## src/rtl/vram_pixel_serializer_if.sv

```systemverilog
// Capture/control/status bundle for the VRAM pixel serializer.
// The master drives the VRAM capture and control inputs; the slave returns the pixel stream and status.
interface vram_pixel_serializer_if #(
  parameter int DATA_WIDTH = 8,
  parameter int DEPTH      = 4,
  parameter int DIV_WIDTH  = 4
);
  logic                    loadStrobe;
  logic [DATA_WIDTH-1:0]   loadData;
  logic [DIV_WIDTH-1:0]    divider;
  logic                    doubleWidth;
  logic                    invert;
  logic                    blank;
  logic                    clearFlags;
  logic                    pixel;
  logic [$clog2(DEPTH):0]  fifoLevel;
  logic                    underrun;
  logic                    overrun;

  modport master (
    output loadStrobe, loadData, divider, doubleWidth, invert, blank, clearFlags,
    input  pixel, fifoLevel, underrun, overrun
  );

  modport slave (
    input  loadStrobe, loadData, divider, doubleWidth, invert, blank, clearFlags,
    output pixel, fifoLevel, underrun, overrun
  );
endinterface

```

## src/rtl/vram_pixel_serializer.sv

```systemverilog
// Captures VRAM bytes read by the display ISR into a small FIFO and shifts them
// out MSB-first as a 1-bit pixel stream at a programmable rate.
module vram_pixel_serializer #(
  parameter int DATA_WIDTH = 8,
  parameter int DEPTH      = 4,
  parameter int DIV_WIDTH  = 4
) (
  input logic                   clk,
  input logic                   resetN,
  vram_pixel_serializer_if.slave bus
);
  localparam int AW = $clog2(DEPTH);
  localparam int LW = AW + 1;
  localparam int BW = (DATA_WIDTH > 1) ? $clog2(DATA_WIDTH) : 1;

  logic [DATA_WIDTH-1:0] mem_q [DEPTH];
  logic [AW-1:0]         wr_ptr_q, wr_ptr_d, rd_ptr_q, rd_ptr_d;
  logic [LW-1:0]         level_q, level_d;
  logic                  pending_q, pending_d;
  logic [DATA_WIDTH-1:0] word_q, word_d;
  logic [BW-1:0]         bit_q, bit_d;
  logic                  active_q, active_d;
  logic                  half_q, half_d;
  logic [DIV_WIDTH-1:0]  div_q, div_d;
  logic                  ur_q, ur_d, or_q, or_d;

  logic full, empty, tick, adv, last, push, drop, pop;

  assign full  = (level_q == LW'(DEPTH));
  assign empty = (level_q == '0);
  assign tick  = active_q & (div_q == '0);
  // In double-width mode only every second tick moves to the next bit.
  assign adv   = tick & (~bus.doubleWidth | half_q);
  assign last  = adv & (bit_q == BW'(DATA_WIDTH-1));
  assign push  = pending_q & ~full & ~bus.blank;
  assign drop  = pending_q &  full & ~bus.blank;
  assign pop   = ~empty & ~bus.blank & (~active_q | last);

  always_comb begin
    wr_ptr_d  = wr_ptr_q;
    rd_ptr_d  = rd_ptr_q;
    level_d   = level_q;
    pending_d = bus.loadStrobe & ~bus.blank;
    word_d    = word_q;
    bit_d     = bit_q;
    active_d  = active_q;
    half_d    = half_q;
    div_d     = div_q;

    if (tick) begin
      div_d  = bus.divider;
      half_d = bus.doubleWidth & ~half_q;
    end else if (active_q) begin
      div_d = div_q - DIV_WIDTH'(1);
    end

    if (adv) begin
      word_d = word_q << 1;
      bit_d  = bit_q + BW'(1);
    end
    if (last & empty) active_d = 1'b0;

    // A pop at a word boundary overrides the shift so the next MSB follows with no gap.
    if (pop) begin
      word_d   = mem_q[rd_ptr_q];
      bit_d    = '0;
      active_d = 1'b1;
      div_d    = bus.divider;
      half_d   = 1'b0;
      rd_ptr_d = rd_ptr_q + AW'(1);
    end
    if (push) wr_ptr_d = wr_ptr_q + AW'(1);
    level_d = level_q + LW'(push) - LW'(pop);

    ur_d = (ur_q & ~bus.clearFlags) | (last & empty & ~bus.blank);
    or_d = (or_q & ~bus.clearFlags) | drop;

    if (bus.blank) begin
      wr_ptr_d = '0;
      rd_ptr_d = '0;
      level_d  = '0;
      active_d = 1'b0;
      div_d    = '0;
      half_d   = 1'b0;
    end
  end

  always_ff @(posedge clk or negedge resetN) begin
    if (!resetN) begin
      wr_ptr_q  <= '0;
      rd_ptr_q  <= '0;
      level_q   <= '0;
      pending_q <= 1'b0;
      word_q    <= '0;
      bit_q     <= '0;
      active_q  <= 1'b0;
      half_q    <= 1'b0;
      div_q     <= '0;
      ur_q      <= 1'b0;
      or_q      <= 1'b0;
    end else begin
      wr_ptr_q  <= wr_ptr_d;
      rd_ptr_q  <= rd_ptr_d;
      level_q   <= level_d;
      pending_q <= pending_d;
      word_q    <= word_d;
      bit_q     <= bit_d;
      active_q  <= active_d;
      half_q    <= half_d;
      div_q     <= div_d;
      ur_q      <= ur_d;
      or_q      <= or_d;
    end
  end

  always_ff @(posedge clk) begin
    if (push) mem_q[wr_ptr_q] <= bus.loadData;
  end

  // word_q shifts left as bits advance, so its MSB is always the current bit.
  assign bus.pixel     = active_q & ~bus.blank & (word_q[DATA_WIDTH-1] ^ bus.invert);
  assign bus.fifoLevel = level_q;
  assign bus.underrun  = ur_q;
  assign bus.overrun   = or_q;
endmodule

```

## src/flat_wrapper.sv

```systemverilog
// flat-port wrapper written by rule: the top's interface ports become plain ports
module vram_pixel_serializer_flat 
#(
  parameter int DATA_WIDTH = 8,
  parameter int DEPTH      = 4,
  parameter int DIV_WIDTH  = 4
)
  (clk, resetN, bus_loadStrobe, bus_loadData, bus_divider, bus_doubleWidth, bus_invert, bus_blank, bus_clearFlags, bus_pixel, bus_fifoLevel, bus_underrun, bus_overrun);
  vram_pixel_serializer_if #(.DATA_WIDTH(DATA_WIDTH), .DEPTH(DEPTH), .DIV_WIDTH(DIV_WIDTH)) bus_i ();
  input logic clk;
  input logic resetN;
  input wire logic [$bits(bus_i.loadStrobe)-1:0] bus_loadStrobe;
  input wire logic [$bits(bus_i.loadData)-1:0] bus_loadData;
  input wire logic [$bits(bus_i.divider)-1:0] bus_divider;
  input wire logic [$bits(bus_i.doubleWidth)-1:0] bus_doubleWidth;
  input wire logic [$bits(bus_i.invert)-1:0] bus_invert;
  input wire logic [$bits(bus_i.blank)-1:0] bus_blank;
  input wire logic [$bits(bus_i.clearFlags)-1:0] bus_clearFlags;
  output wire logic [$bits(bus_i.pixel)-1:0] bus_pixel;
  output wire logic [$bits(bus_i.fifoLevel)-1:0] bus_fifoLevel;
  output wire logic [$bits(bus_i.underrun)-1:0] bus_underrun;
  output wire logic [$bits(bus_i.overrun)-1:0] bus_overrun;
  assign bus_i.loadStrobe = bus_loadStrobe;
  assign bus_i.loadData = bus_loadData;
  assign bus_i.divider = bus_divider;
  assign bus_i.doubleWidth = bus_doubleWidth;
  assign bus_i.invert = bus_invert;
  assign bus_i.blank = bus_blank;
  assign bus_i.clearFlags = bus_clearFlags;
  assign bus_pixel = bus_i.pixel;
  assign bus_fifoLevel = bus_i.fifoLevel;
  assign bus_underrun = bus_i.underrun;
  assign bus_overrun = bus_i.overrun;
  vram_pixel_serializer #(.DATA_WIDTH(DATA_WIDTH), .DEPTH(DEPTH), .DIV_WIDTH(DIV_WIDTH)) u_core (.clk(clk), .resetN(resetN), .bus(bus_i));
endmodule
```

## config.mk

```make
export PLATFORM = sky130hd
export DESIGN_NAME = vram_pixel_serializer_flat
export DESIGN_NICKNAME = d
export VERILOG_FILES = /design/src/rtl/vram_pixel_serializer_if.sv /design/src/rtl/vram_pixel_serializer.sv /design/src/flat_wrapper.sv
export SDC_FILE = /design/constraint.sdc
export NUM_CORES = 1
export LEC_CHECK = 0
export ABC_AREA = 1
export CAP_MARGIN = 20
export CELL_PAD_IN_SITES_DETAIL_PLACEMENT = 0
export CELL_PAD_IN_SITES_GLOBAL_PLACEMENT = 2
export CORE_MARGIN = 8
export CORE_UTILIZATION = 25
export DETAILED_ROUTE_END_ITERATION = 10
export PLACE_DENSITY = 0.56
export SLEW_MARGIN = 10
export SYNTH_ARGS = -nofsm -noshare
export SYNTH_HDL_FRONTEND = slang
export SYNTH_SLANG_ARGS = --single-unit
```

## constraint.sdc

```tcl
create_clock -name clk -period 6.5 [get_ports clk]
set_input_delay 1.95 -clock clk [delete_from_list [all_inputs] [get_ports clk]]
set_output_delay 1.95 -clock clk [all_outputs]
set_load 0.01 [all_outputs]
```

==> impl_metrics.csv, run 1 <==
group,metric,value,unit
run_status,status,"completed",
clock_tree,cts-buffers-inserted,9,
clock_tree,root_buffer,"clkbuf_8",
drt,vias,1869,
final_layout,antenna_cells,0,
sta,slew_headroom,44.15,%
synthesis,yosysSeqAreaShare,60.89,%
worst_setup_path,startpoint,"bus_blank",
place,gp_congestion,0.6820,
global_routing,grt_pass1_vias,2038,
worst_setup_path,path_cells,"clkdlybuf4s50_1 -> buf_4 -> nor2_1 -> o21ai_0 -> a21oi_1 -> clkdlybuf4s50_1",
pwr,power.clock.fraction,29.5,%
floorplanning,fp.dieW,119.7,µm
synthesis,ys_seq_elements,59,
synthesis,synth_top_family_by_area,"simple AND/OR/NAND/NOR gates",
clock_tree,ctsHoldBuffers,0,
worst_setup_path,r2r_slack,3.88,ns
synthesis,synthArstFlopShare,45.76,%
sta,fin_skew,0.008519,ns
synthesis,synth_fp_nets,302,
floorplanning,initial_core_util,25.23,%
worst_setup_path,crit_slowest_cell,"clkdlybuf4s50_1",
sta,final-setup-viol-count,0,
run,cap_violations,0,
drt,wirelength,6105,µm
clock_tree,cts_tree,"done",
floorplanning,core,0.01065,mm²
worst_setup_path,critPathMaxStageDelay,0.55,ns
synthesis,yosys.area_share.simple,18.53,%
sta,hold_viol,0,
synthesis,ys_top_cells_by_area,"edfxtp_1 36%, dfrtp_1 25%, nand2_1 8.2%, inv_1 4.7%, nor2_1 4.7%",
sta,setup_slack,1.064,ns
clock_tree,clock_path_buffers,2,
worst_setup_path,cp_top_family,"buffers and inverters",
synthesis,synth_common_cells,"59 x nand2_1, 34 x inv_1, 34 x nor2_1",
floorplanning,rows,38,
sta,grt_setup_unrepaired,"false",
synthesis,synth_xor_area_share,1.629,%
final_layout,fillerInstances,1158,
global_routing,grt_max_degree,28,
sta,fin_crit,5.436,ns
drt,post_drt_wl_per_cell,13.60,µm
worst_setup_path,crit_path_frequent_cell,"clkdlybuf4s50_1",
global_routing,grt_overflow,0,
floorplanning,io_pins,25,
worst_setup_path,crit_arrival,3.49,ns
floorplanning,dieArea,0.01432,mm²
global_routing,grt_util_all_layers,9.399,%
drt,drtAntennaViolNets,0,
synthesis,synth_largest_area_cell,"edfxtp_1",
pwr,swShare,35.75,%
worst_setup_path,r2r_cells,13,
global_routing,antenna_found_initial,0,
worst_setup_path,worstPathRequired,4.55,ns
synthesis,synthFlopType,"edfxtp_1",
synthesis,yosysTopAreaCellShare,35.75,%
synthesis,syn_avg_cell_area,9.809,µm²
pwr,peakVddDrop,0.1239,mV
pwr,powerDensity,391.8,mW/mm²
drt,drcViolationCount,0,
place,hpwl,4097,µm
worst_setup_path,path_class,"primary input to primary output",
worst_setup_path,worst_setup_path_end_kind,"primary output",
sta,finalCritPeriodShare,83.63,%
worst_setup_path,reg2reg_to,"u_core.bus.fifoLevel[2]",
worst_setup_path,worstPathMaxFanout,11,
worst_hold_path,hold_class,"flop to flop",
synthesis,syn_area,0.002688,mm²
clock_tree,htree_levels,3,
clock_tree,path_clk_slew,0.08,ns
pwr,p_int,0.8315,mW
final_layout,syn2layout_area_growth,22.91,%
synthesis,ys_types,25,
synthesis,synth_cells,274,
sta,tightest_slew,0.8347,ns
worst_setup_path,start_kind,"primary input",
place,io_buffers,24,
pwr,leakage,1.385,nW
drt,drt_iter0_drc,71,
synthesis,muxShareOfSynthArea,0,%
clock_tree,cts_num_sinks,59,
synthesis,synthesis.yosys.warnings,0,
pwr,pwr-share-seq,40.5,%
drt,drt_first_pass_iters,4,
floorplanning,die_h,119.7,µm
drt,viasPerCell,4.163,
sta,max_freq,184.0,MHz
clock_tree,ctsResizeCount,0,
worst_setup_path,cp_num_cells,6,
final_layout,final_nets,332,
pwr,p_sw,0.4627,mW
synthesis,synth_edf_count,32,
worst_setup_path,cp_num_buf_inv,3,
synthesis,synthAdderAreaFrac,4.469,%
place,pre_cts_slack,1.047,ns
clock_tree,post-cts-setup-buffer-count,0,
worst_setup_path,cp-endpoint,"bus_pixel",
global_routing,grt_pass1_wl,10610,µm
clock_tree,clkLatencyLatePin,0.34,ns
synthesis,synth_most_common_cell,"nand2_1",
sta,maxSlewViolCount,0,
final_layout,drive_gt1_share,7.120,%
synthesis,synth-compound-area-share,8.101,%
worst_setup_path,reg2reg_from,"u_core.div_q[0]",
pwr,comb_power_share,30.1,%
sta,fin_setup_tns,0,ns
## cells in the final DEF (no fill, tap or decap), types with 2 or more instances in the layout
| master | n |
|---|---|
| edfxtp_1 | 32 |
| o31ai_1 | 2 |
| inv_1 | 34 |
| clkbuf_8 | 9 |
| o21ai_1 | 5 |
| nand3_1 | 21 |
| clkinv_4 | 2 |
| buf_4 | 2 |
| clkinvlp_4 | 2 |
| dfrtp_1 | 27 |
| clkdlybuf4s50_1 | 24 |
| o21ai_0 | 21 |
| ha_1 | 8 |
| xnor2_1 | 3 |
| bufinv_16 | 2 |
| nor2_1 | 34 |
| nand2_1 | 59 |
| xor2_1 | 2 |
| o22ai_1 | 10 |
| a21oi_1 | 2 |
## metal layers
| metal | vias up | share of wire [%] | GRT usage (%) |
|---|---|---|---|
| met5 | - | 0 | 0 |
| met4 | 0 | 1.5 | 3.747 |
| li1 | 965 | - | - |
| met1 | 866 | 52 | 12.29 |
| met2 | 29 | 43 | 14.39 |
| met3 | 9 | 3.3 | 2.630 |
## worst min path at each step
stage	from	slack (ns)	cells past startpoint	end
floorplan	u_core.div_q[0]	0.47	2	u_core.div_q[0]
global placement	u_core.word_q[0]	0.49	2	u_core.word_q[0]
detailed placement	u_core.word_q[0]	0.49	2	u_core.word_q[0]
CTS	u_core.word_q[0]	0.51	2	u_core.word_q[0]
global route	u_core.word_q[3]	0.54	2	u_core.word_q[3]
finish	u_core.word_q[0]	0.50	2	u_core.word_q[0]
## stage by stage
step / std cells / power, mW / utilization (%) / area (µm²) / hold slack, ns
after floorplan: 274 / 0.8089 / - / 2688 / 0.4652
after global placement: 433 / 0.9317 / 28.90 / 3078 / 0.4940
after detailed placement: 433 / 0.9309 / 28.90 / 3078 / 0.4930
after CTS: 449 / 1.319 / 31.01 / 3303 / 0.5117
after global routing: 449 / 1.410 / 31.01 / 3303 / 0.5357
final: 449 / 1.294 / 31.01 / 3303 / 0.5035
## registers in the layout, summed over array words and instances (netlist names)
register / flops
u_core.rd_ptr_q: 2
u_core.bus.fifoLevel: 3
u_core.bus.overrun: 1
u_core.div_q: 4
u_core.mem_q: 32
u_core.half_q: 1
u_core.bus.underrun: 1
u_core.wr_ptr_q: 2
u_core.active_q: 1
u_core.bit_q: 3
u_core.word_q: 8
u_core.pending_q: 1
## cells by family (layout without fill, tap and decap cells)
group	Yosys count	in the layout
compound gates	40	40
fa+ha+maj	9	9
xor+xnor	5	5
flops	59	59
simple gates	119	119
buf+inv	42	77
## layout make-up
type | instances | area (µm²) | area share [%]
sequential | 59 | 1637 | 49.55
clock inverter | 7 | 101.3 | 3.068
timing repair buffer | 26 | 255.2 | 7.727
multi-input combinational | 173 | 879.6 | 26.63
inverter | 35 | 131.4 | 3.977
tap | 140 | 175.2 | 5.303
clock buffer | 9 | 123.9 | 3.750
## power by group through the flow
stage / logic [mW] / registers, mW / clock network [mW]
floorplan: 0.299 / 0.510 / 0
global placement: 0.398 / 0.534 / 0
detailed placement: 0.397 / 0.534 / 0
CTS: 0.400 / 0.526 / 0.393
global route: 0.459 / 0.537 / 0.414
finish: 0.389 / 0.524 / 0.381
## tightest hold or removal path, stage by stage, from the launching register on
cell,delay (ns)
dfrtp_1,0.35
nand3_1,0.07
nand2_1,0.05
(Power assumes the default switching activity.)
==> inputs of run 2 (changes only) <==
- clock period: 6.5 -> 5.5 ns (I/O delays scaled with it)
==> impl_metrics.csv, run 2 (synthesis results as in run 1) <==
group,metric,value,unit
run_status,status,"completed",
sta,max_freq,211.3,MHz
global_routing,grt_max_degree,28,
worst_setup_path,r2r_cells,13,
sta,finalCritPeriodShare,86.03,%
floorplanning,fp.dieW,119.7,µm
floorplanning,die_h,119.7,µm
drt,drtAntennaViolNets,0,
drt,post_drt_wl_per_cell,13.45,µm
worst_setup_path,worstPathRequired,3.85,ns
final_layout,syn2layout_area_growth,22.21,%
sta,hold_viol,0,
global_routing,grt_pass1_wl,9908,µm
floorplanning,io_pins,25,
floorplanning,initial_core_util,25.23,%
place,placed_cells,433,
clock_tree,ctsResizeCount,0,
drt,viasPerCell,4.180,
worst_hold_path,min_from,"u_core.word_q[0]",
sta,setup_slack,0.7682,ns
worst_setup_path,reg2reg_to,"u_core.bus.fifoLevel[2]",
place,gp_congestion,0.7120,
clock_tree,cts-buffers-inserted,9,
worst_hold_path,hold_path_end,"u_core.word_q[0]",
worst_setup_path,crit_arrival,3.08,ns
clock_tree,cts_num_sinks,59,
final_layout,final_nets,332,
floorplanning,dieArea,0.01432,mm²
worst_setup_path,path_class,"primary input to primary output",
final_layout,largest_reg_flops,32,
sta,final-setup-viol-count,0,
final_layout,drive_gt1_share,7.120,%
final_layout,antenna_cells,0,
pwr,leakage,1.384,nW
final_layout,final_cells,449,
drt,drt_iter0_drc,75,
clock_tree,clock_path_buffers,2,
clock_tree,root_buffer,"clkbuf_8",
worst_hold_path,hold_class,"flop to flop",
worst_setup_path,start_kind,"primary input",
drt,wirelength,6040,µm
drt,drcViolationCount,0,
global_routing,grt_overflow,0,
worst_setup_path,worstPathMaxFanout,2,
place,io_buffers,24,
global_routing,antenna_found_initial,0,
place,pre_cts_slack,0.7724,ns
final_layout,final_common_cell,"nand2_1",
sta,fin_setup_tns,0,ns
sta,tightest_slew,0.8902,ns
clock_tree,clkLatencyLatePin,0.34,ns
worst_setup_path,worst_setup_path_end_kind,"primary output",
floorplanning,rows,38,
floorplanning,core,0.01065,mm²
run,cap_violations,0,
clock_tree,path_clk_slew,0.07,ns
sta,fin_skew,0.01029,ns
pwr,peakVddDrop,0.1831,mV
final_layout,final_cell_mix,"59 x nand2_1, 34 x inv_1, 34 x nor2_1",
sta,grt_setup_unrepaired,"false",
drt,drt_first_pass_iters,4,
place,hpwl,4056,µm
sta,maxSlewViolCount,0,
worst_setup_path,r2r_slack,2.88,ns
clock_tree,cts_tree,"done",
clock_tree,post-cts-setup-buffer-count,0,
worst_setup_path,reg2reg_from,"u_core.div_q[0]",
pwr,powerDensity,453.9,mW/mm²
clock_tree,htree_levels,3,
sta,fin_crit,4.732,ns
final_layout,regMostFlops,"u_core.mem_q",
sta,slew_headroom,40.43,%
final_layout,reg_top3,"u_core.mem_q: 32 flops, u_core.word_q: 8 flops, u_core.div_q: 4 flops",
global_routing,grt_pass1_vias,1927,
worst_hold_path,hold_depth,2,
clock_tree,ctsHoldBuffers,0,
drt,vias,1877,
global_routing,grt_util_all_layers,8.923,%
-- run 2: changes by cell type in the layout (fill, tap and decap cells not counted) --
cell,before,now
inv_6,1,4
bufinv_16,2,1
clkinvlp_4,2,0
-- run 2: cell type report --
cell class	instances	area (µm²)
Tap cell	140	175.2
Clock buffer	9	123.9
Inverter	35	131.4
Multi-Input combinational cell	173	879.6
Fill cell	1130	7366
Timing Repair Buffer	26	255.2
Clock inverter	7	82.58
Sequential cell	59	1637
-- run 2: routing by layer --
metal | routed length (µm) | GRT usage (%)
met5 | 0 | 0
met4 | 85 | 3.513
met3 | 214 | 2.677
met2 | 2789 | 13.94
met1 | 2952 | 11.35
-- run 2: per-stage QoR --
step           utilization, %  instance area (µm²)  power [mW]  hold WS [ns]
2_1_floorplan               -                 2688      0.9559        0.4652
3_3_place_gp            28.90                 3078       1.098        0.4911
3_5_place_dp            28.90                 3078       1.097        0.4993
4_1_cts                 30.84                 3284       1.520        0.5169
5_1_grt                 30.84                 3284       1.625        0.5285
6_report                30.84                 3284       1.491        0.5134
-- run 2: power breakdown --
| group | internal, mW | switching [mW] | total, mW |
|---|---|---|---|
| clock network | 0.217 | 0.198 | 0.415 |
| logic | 0.181 | 0.277 | 0.458 |
| registers | 0.544 | 0.0739 | 0.618 |
-- run 2: critical path: stages --
cell and delay (ns):
clkdlybuf4s50_1 0.44, nor2_1 0.21, o21ai_0 0.12, a21oi_1 0.12, clkdlybuf4s50_1 0.55
-- run 2: worst max path at each step --
stage	from	end	slack [ns]	cells past startpoint
finish	bus_blank	bus_pixel	0.77	5
global route	bus_blank	bus_pixel	0.72	5
global placement	bus_blank	bus_pixel	0.76	5
CTS	bus_blank	bus_pixel	0.77	5
floorplan	bus_blank	bus_pixel	1.64	4
detailed placement	bus_blank	bus_pixel	0.77	5
